**src/rtl/pc_stack_pkg.sv**
```systemverilog
// Shared types for the 6502 PC stack sequencer: command ops, FSM states, default stack page.
// Latency: n/a (types and constants only).
// Backpressure: n/a.
package pc_stack_pkg;

    localparam logic [7:0] STACK_PAGE_DEFAULT = 8'h01;

    typedef enum logic [1:0] {
        JSR = 2'b00,
        RTS = 2'b01,
        INT = 2'b10,
        RTI = 2'b11
    } stack_op_e;

    typedef enum logic [3:0] {
        ST_IDLE      = 4'd0,
        ST_PUSH_PCH  = 4'd1,
        ST_PUSH_PCL  = 4'd2,
        ST_PUSH_P    = 4'd3,
        ST_PULL_P    = 4'd4,
        ST_PULL_PCL  = 4'd5,
        ST_PULL_PCH  = 4'd6,
        ST_PULL_LAST = 4'd7,
        ST_DONE      = 4'd8
    } stack_state_e;

endpackage

```
**src/rtl/pc_stack_sequencer.sv**
```systemverilog
// Pushes/pulls the 6502 PC (and P for interrupts) to the page-$01 stack and owns SP.
// Latency: accept to done = JSR 3, INT 4, RTS 4, RTI 5 cycles; ready again the cycle after done.
// Backpressure: cmd_ready only in IDLE; cmd_valid outside IDLE is ignored, nothing is queued.
//
// Ports: clk/rst (sync, active-high); cmd_valid/cmd_ready/cmd_op/pc_in/status_in command side;
// mem_req/mem_we/mem_addr/mem_wdata/mem_rdata single-port sync stack RAM (read data one cycle late);
// jump/jumpAddr/status_load/status_out/done results; sp stack pointer; stk_err sticky wrap flag.
// Build option: define PC_STACK_WRAP_DET_EN to build the SP wrap detector behind stk_err.
module pc_stack_sequencer
    import pc_stack_pkg::*;
#(
    parameter logic [7:0] STACK_PAGE = STACK_PAGE_DEFAULT,
    parameter logic [7:0] SP_RESET   = 8'hFD
) (
    input  logic        clk,
    input  logic        rst,
    input  logic        cmd_valid,
    output logic        cmd_ready,
    input  logic [1:0]  cmd_op,
    input  logic [15:0] pc_in,
    input  logic [7:0]  status_in,
    output logic        mem_req,
    output logic        mem_we,
    output logic [15:0] mem_addr,
    output logic [7:0]  mem_wdata,
    input  logic [7:0]  mem_rdata,
    output logic        jump,
    output logic [15:0] jumpAddr,
    output logic        status_load,
    output logic [7:0]  status_out,
    output logic        done,
    output logic [7:0]  sp,
    output logic        stk_err
);

    stack_state_e state_q, state_d;
    stack_op_e    op_q;
    logic [15:0]  pc_q;
    logic [7:0]   status_q;
    logic [7:0]   sp_q, sp_d;
    logic [7:0]   lo_q;
    logic [15:0]  jump_addr_q;
    logic [7:0]   status_out_q;
    logic         push, pull;
    logic [7:0]   addr_lo;
    logic         accept;

    assign accept = (state_q == ST_IDLE) && cmd_valid;

    always_comb begin
        state_d     = state_q;
        sp_d        = sp_q;
        push        = 1'b0;
        pull        = 1'b0;
        addr_lo     = 8'h00;
        mem_wdata   = 8'h00;
        cmd_ready   = 1'b0;
        done        = 1'b0;
        jump        = 1'b0;
        status_load = 1'b0;

        case (state_q)
            ST_IDLE: begin
                cmd_ready = 1'b1;
                if (cmd_valid) begin
                    case (stack_op_e'(cmd_op))
                        JSR, INT: state_d = ST_PUSH_PCH;
                        RTS:      state_d = ST_PULL_PCL;
                        default:  state_d = ST_PULL_P;
                    endcase
                end
            end
            ST_PUSH_PCH: begin
                push      = 1'b1;
                mem_wdata = pc_q[15:8];
                state_d   = ST_PUSH_PCL;
            end
            ST_PUSH_PCL: begin
                push      = 1'b1;
                mem_wdata = pc_q[7:0];
                state_d   = (op_q == INT) ? ST_PUSH_P : ST_DONE;
            end
            ST_PUSH_P: begin
                push      = 1'b1;
                mem_wdata = status_q;
                state_d   = ST_DONE;
            end
            ST_PULL_P:    begin pull = 1'b1; state_d = ST_PULL_PCL; end
            ST_PULL_PCL:  begin pull = 1'b1; state_d = ST_PULL_PCH; end
            ST_PULL_PCH:  begin pull = 1'b1; state_d = ST_PULL_LAST; end
            // No access here: only collects the high byte read in PULL_PCH.
            ST_PULL_LAST: state_d = ST_DONE;
            ST_DONE: begin
                done        = 1'b1;
                jump        = (op_q == RTS) || (op_q == RTI);
                status_load = (op_q == RTI);
                state_d     = ST_IDLE;
            end
            default: state_d = ST_IDLE;
        endcase

        // 6502 stack: push writes at SP then decrements; pull pre-increments.
        if (push) begin
            addr_lo = sp_q;
            sp_d    = sp_q - 8'd1;
        end else if (pull) begin
            addr_lo = sp_q + 8'd1;
            sp_d    = sp_q + 8'd1;
        end
    end

    assign mem_req  = push | pull;
    assign mem_we   = push;
    assign mem_addr = mem_req ? {STACK_PAGE, addr_lo} : 16'h0000;

    always_ff @(posedge clk) begin
        if (rst) begin
            state_q      <= ST_IDLE;
            op_q         <= JSR;
            pc_q         <= 16'h0000;
            status_q     <= 8'h00;
            sp_q         <= SP_RESET;
            lo_q         <= 8'h00;
            jump_addr_q  <= 16'h0000;
            status_out_q <= 8'h00;
        end else begin
            state_q <= state_d;
            sp_q    <= sp_d;
            if (accept) begin
                op_q     <= stack_op_e'(cmd_op);
                pc_q     <= pc_in;
                status_q <= status_in;
            end
            // Read data lags its request by one cycle, so each byte lands in the next state.
            if (state_q == ST_PULL_PCL) status_out_q <= mem_rdata;
            if (state_q == ST_PULL_PCH) lo_q <= mem_rdata;
            if (state_q == ST_PULL_LAST) begin
                // RTS pushed PC-1 style return address; RTI restores the exact PC.
                jump_addr_q <= {mem_rdata, lo_q} + {15'd0, (op_q == RTS)};
            end
        end
    end

    assign jumpAddr   = jump_addr_q;
    assign status_out = status_out_q;
    assign sp         = sp_q;

`ifdef PC_STACK_WRAP_DET_EN
    logic stk_err_q;
    always_ff @(posedge clk) begin
        if (rst) begin
            stk_err_q <= 1'b0;
        end else if ((push && sp_q == 8'h00) || (pull && sp_q == 8'hFF)) begin
            stk_err_q <= 1'b1;
        end
    end
    assign stk_err = stk_err_q;
`else
    assign stk_err = 1'b0;
`endif

endmodule

```
**config.mk**
```make
export PLATFORM = sky130hd
export DESIGN_NAME = pc_stack_sequencer
export DESIGN_NICKNAME = d
export VERILOG_FILES = /design/src/rtl/pc_stack_pkg.sv /design/src/rtl/pc_stack_sequencer.sv
export SDC_FILE = /design/constraint.sdc
export NUM_CORES = 1
export LEC_CHECK = 0
export BUFFER_PORTS_ARGS = -buffer_cell sky130_fd_sc_hd__buf_4
export CAP_MARGIN = 20
export CELL_PAD_IN_SITES_DETAIL_PLACEMENT = 1
export CELL_PAD_IN_SITES_GLOBAL_PLACEMENT = 1
export CORE_AREA = 2 2 102 95
export DETAILED_ROUTE_END_ITERATION = 8
export DIE_AREA = 0 0 104 97
export GPL_TIMING_DRIVEN = 0
export PLACE_DENSITY = 0.82
export SLEW_MARGIN = 20
export SYNTH_ARGS = -nofsm -noshare
export SYNTH_HDL_FRONTEND = slang
export SYNTH_SLANG_ARGS = --single-unit
```
**constraint.sdc**
```tcl
create_clock -name clk -period 4.4 [get_ports clk]
set_input_delay 0.88 -clock clk [delete_from_list [all_inputs] [get_ports clk]]
set_output_delay 0.88 -clock clk [all_outputs]
set_load 0.05 [all_outputs]
```
Word-level counts from Yosys, hierarchy flattened
Index checks and enable logic that the tools add are counted.

Bits in latches: 0. Output and inout port bits: 63. Logic and storage cells: 51. Bits in writable memories: 0. Bits of input ports: 37. Bits in registers: 70. Memories: 0. Memory bits (read-only): 0.

Eq/ne operators: 14. Shift-type cells: 0. $add $sub $neg: 3. Bitwise operators: 1. Reduce and logical (&&, ||, !) cells: 9. Mux-type cells: 16. Order comparisons: 0. $mul: 0. Div/mod/pow operators: 0.

Operator list (count): $mux W8 (4); $pmux W4 S7 (1); $pmux W8 S3 (1); $add A16 B1 Y16 (1); $eq A4 B3 Y1 const B (4); $mux W9 (1); $add A8 B1 Y8 const B (1); $eq A4 B2 Y1 const B (2); $mux W4 (2); $sub A8 B1 Y8 const B (1); $eq A2 B2 Y1 const B (3); $mux W1 (6); $pmux W3 S2 (1); $reduce_or A3 Y1 (2); $eq A2 B1 Y1 const B (2); $eq A4 B1 Y1 const B (1); $eq A4 B4 Y1 const B (1); $logic_not A4 Y1 (1); $reduce_or A2 Y1 (2); $logic_not A2 Y1 (1); $ne A2 B2 Y1 const B (1); $reduce_bool A2 Y1 (1); $logic_and A1 B1 Y1 (1); $logic_or A1 B1 Y1 (1); $or A1 B1 Y1 (1).

Logic depth before layout (Yosys ltp)
Depth after elaboration: 6. Gate-level depth with buffers: 7. Mapped depth without buffers: 7.

Least setup slack after synthesis
OpenSTA, ideal clock, no wires.

Path kind: register to output. Start: reg sp_q[0], in the netlist sp[0]. End: out mem_addr[6]. Setup slack: 886 ps. Buffers on the path: 0. Cell stages (with the launch flop): 6. Arrival time: 2634 ps. Cell sequence: dfxtp_1 > ha_1 > and3_1 > and3_1 > xnor2_1 > o21ai_0.

Longest elaborated chain between the ends: 4.

Ends and longest elaborated chain: start, declared (RTL line pc_stack_sequencer.sv:40) `logic [7:0] sp_q, sp_d;`; start signal, assigned (RTL line pc_stack_sequencer.sv:128) `sp_q <= sp_d;`; $add A8 B1 Y8 (RTL line pc_stack_sequencer.sv:107) `addr_lo = sp_q + 8'd1;`; $mux W8 (RTL line pc_stack_sequencer.sv:106) `end else if (pull) begin`; $mux W8 (RTL line pc_stack_sequencer.sv:103) `if (push) begin`; $mux W9 (RTL line pc_stack_sequencer.sv:114) `assign mem_addr = mem_req ? {STACK_PAGE, addr_lo} : 16'h0000;`; end, declared (RTL line pc_stack_sequencer.sv:24) `output logic [15:0] mem_addr,`.

No other way between the ends.

Worst setup path in the final report
Start: reg sp_q[1], in the netlist sp[1]. End: out mem_addr[6].

Same word-level chain as after synthesis.

==> metrics <==
status finished, final reports clean; Hold Path End pc_q[0]; worst vdd ir 210 uV; Site Rows 33; postcts setup bufs 0; Worst Hold Path Cells 2; Worst Skew 0.0149 ns; EDFF count, synth 0; DR iter-0 viols 94; Crit Path Max Fanout 8; Non-Filler Instances 685; Area Overhead vs Synth 28.9%; Initial Util 40.5%; DP Cell Count 669; # diodes 0; CP arrival 2.11 ns; Hold Path Class register to register; Max-Cap Viols 0; RSZ-0062 raised after global routing no; worst setup margin 1.41 ns; reg-to-reg endpoint jumpAddr[10]; Hold Vio Cnt, Final 0; number of antenna violations at the first check in global routing 0; Slew @ Worst Pin 0.568 ns; CP endpoint kind output pin; top cell type by total area after synthesis dfxtp_1; Chip Width 104 microns; CP max stage delay 0.56 ns; GP Congestion 0.811; Most used DFF post-synth dfxtp_1; FF+latch count, synth 70; Leak 1.92 nW; min Tclk post-route 2.99 ns; Worst setup SP type register; buffers added on ports 89; vias 3,518; post-synth top area share 38.8%; Int Pwr 1.19 mW; Pre-antenna DRT Iters 4; Clk network pwr share 26.4%; hpwl dp 8070 microns; combinational share of power 37.2%; Syn Inst Count 451; critical path required time 3.52 ns; Max Clk Rate 335 MHz; ANT nets after route 0; first-pass GRT wire length 17,800 microns; flop2flop setup slack 2.34 ns; DRC violations left 0; TritonCTS Buffers 9; Total Routed Length 10,700 microns; Setup TNS Final 0 ns; layout filler cell count 1,162; r2r worst-path depth 7; pwr/cell area 433 mW/mm^2; WS Path Type register to output pin; Post-synth ARST share 0%; crit path launch sp[1]; Seq/Total Area, Yosys 38.8%; DIE HEIGHT 97 microns; top cells by area, synth dfxtp_1 (39%), nand2_1 (11%), a21oi_1 (6.9%); crit-path cells ha_1 -> and3_1 -> and3_1 -> xnor2_1 -> o21ai_0 -> buf_4; total power 2.02 mW; CTS root buf clkbuf_8; sw power 0.823 mW; final period utilization 67.9%; DR WL/cell 15.7 microns; die area 0.0101 sq mm; post-CTS resize count 0; syn_area_per_cell 8.01 sq um; num ports 100; CTS Hold Bufs 0; gr usage total 21.7%; Crit path top cell by count and3_1; Final Max Tran Viols 0; pre-CTS setup slack 1.81 ns; CTS Buffer Depth 2; Ys Warns 0; final setup vio count 0; CTS tree yes; worst skew pair latency 0.36 ns; ratio of cells with drive above 1 in the final layout 28.2%; pin count of the biggest net entering global routing 14; relative slew slack 62.1%; number of global-route vias before repair 3,680; Worst Hold Launch pc_q[0]; GRT overflow 0; H-tree depth 3; register share of total power 36.4%; Nets 599; synth unique cells 45; Via density 5.14; total core area 0.00892 sq mm; worst reg2reg startpoint op_q[0]; critical path's slowest cell dfxtp_1; switching share of total power 40.8%; Clock Pin Slew Worst Setup and Hold Paths 0.08 ns; Cell Area, Synth 0.00361 sq mm; Num Clock Sinks 70
[cell usage in the layout, fill, tap and decap left out, types with 8 or more instances in the layout]
cell type  count
dfxtp_1       70
a22oi_1        9
nor2_1        39
a21oi_1       50
nor3_1         9
clkbuf_1      12
inv_1          9
o21ai_0       12
clkbuf_8       9
mux2_2         8
buf_4        100
nand2_1      102
buf_2         13
conb_1         8
xnor2_1       15
a211oi_1      12
[logic make-up (layout without fill, tap and decap cells)]
logic type	after synthesis	after routing	share of synthesized area, %
compound gates	93	93	16.0
mux	15	15	4.43
xor+xnor	17	17	4.12
fa+ha+maj	4	4	1.39
buf+inv	49	154	7.51
flops	70	70	38.8
simple gates	202	202	27.7
other cells	1	8	0.104
[critical path, delay by kind of cell, from the launching register on]
family                   cells  cell delay [ns]
AO/OA/AOI/OAI                1             0.15
XOR/XNOR                     1             0.07
adder cells (fa/ha/maj)      1             0.27
buffers and inverters        1             0.22
flip-flops                   1             0.56
AND/OR/NAND/NOR              2             0.47
[power by group through the flow]
stage | clock [mW] | combinational (mW) | sequential, mW
after floorplan | 0 | 0.483 | 0.788
after global placement | 0 | 0.727 | 0.744
after detailed placement | 0 | 0.749 | 0.747
after CTS | 0.542 | 0.752 | 0.733
after global routing | 0.579 | 0.799 | 0.741
final | 0.532 | 0.751 | 0.734
[through the flow]
step           util [%]  hold WS, ns  instance area, sq um
2_1_floorplan         -        0.433                  3640
3_3_place_gp       50.0        0.443                  4460
3_5_place_dp       50.0        0.448                  4460
4_1_cts            52.2        0.459                  4660
5_1_grt            52.2        0.487                  4660
6_report           52.2        0.457                  4660
[synthesized netlist by cell type, types with 2 or more instances]
library cell	number
nand2_1	102
dfxtp_1	70
a21oi_1	50
nor2_1	39
xnor2_1	15
buf_2	13
a211oi_1	12
clkbuf_1	12
o21ai_0	12
buf_4	11
a22oi_1	9
inv_1	9
nor3_1	9
mux2_2	8
mux2i_1	7
nand3_1	7
nor2b_1	7
and2_1	5
and3_1	5
nand4_1	5
buf_6	4
ha_1	4
nor4_2	4
nor4_4	4
nand2b_1	3
a211oi_2	2
a32oi_1	2
nand3b_1	2
nor2_2	2
xor2_1	2
[worst max path at each step]
stage	end	depth (start not counted)	slack (ns)
after global routing	mem_addr[2]	7	1.28
after global placement	mem_addr[6]	6	1.83
after CTS	mem_addr[6]	6	1.41
after floorplan	mem_addr[6]	5	0.89
after detailed placement	mem_addr[6]	6	1.81
final	mem_addr[6]	6	1.41
[state kept, by name, indices dropped and copies added (netlist names)]
register and cells:
sp 8, pc_q 16, status_out 8, state_q 4, lo_q 8, status_q 8, jumpAddr 16, op_q 2
[routing by layer]
layer	wire length, microns	GRT usage, %	up-vias
met4	156	7.28	0
met5	0	0	-
met3	416	4.72	13
met2	5340	38.5	78
li1	-	-	1727
met1	4810	26.0	1700
[area by class of cell]
type | count | area (sq um) | area share [%]
multi-input cells | 339 | 1970 | 42.2
repair buffers | 89 | 668 | 14.3
clock buffers | 9 | 124 | 2.66
clock inverters | 7 | 72.6 | 1.56
flip-flops and latches | 70 | 1400 | 30.1
well taps | 122 | 153 | 3.28
plain buffers | 40 | 238 | 5.10
inverters | 9 | 33.8 | 0.725
(Power assumes the default switching activity.)
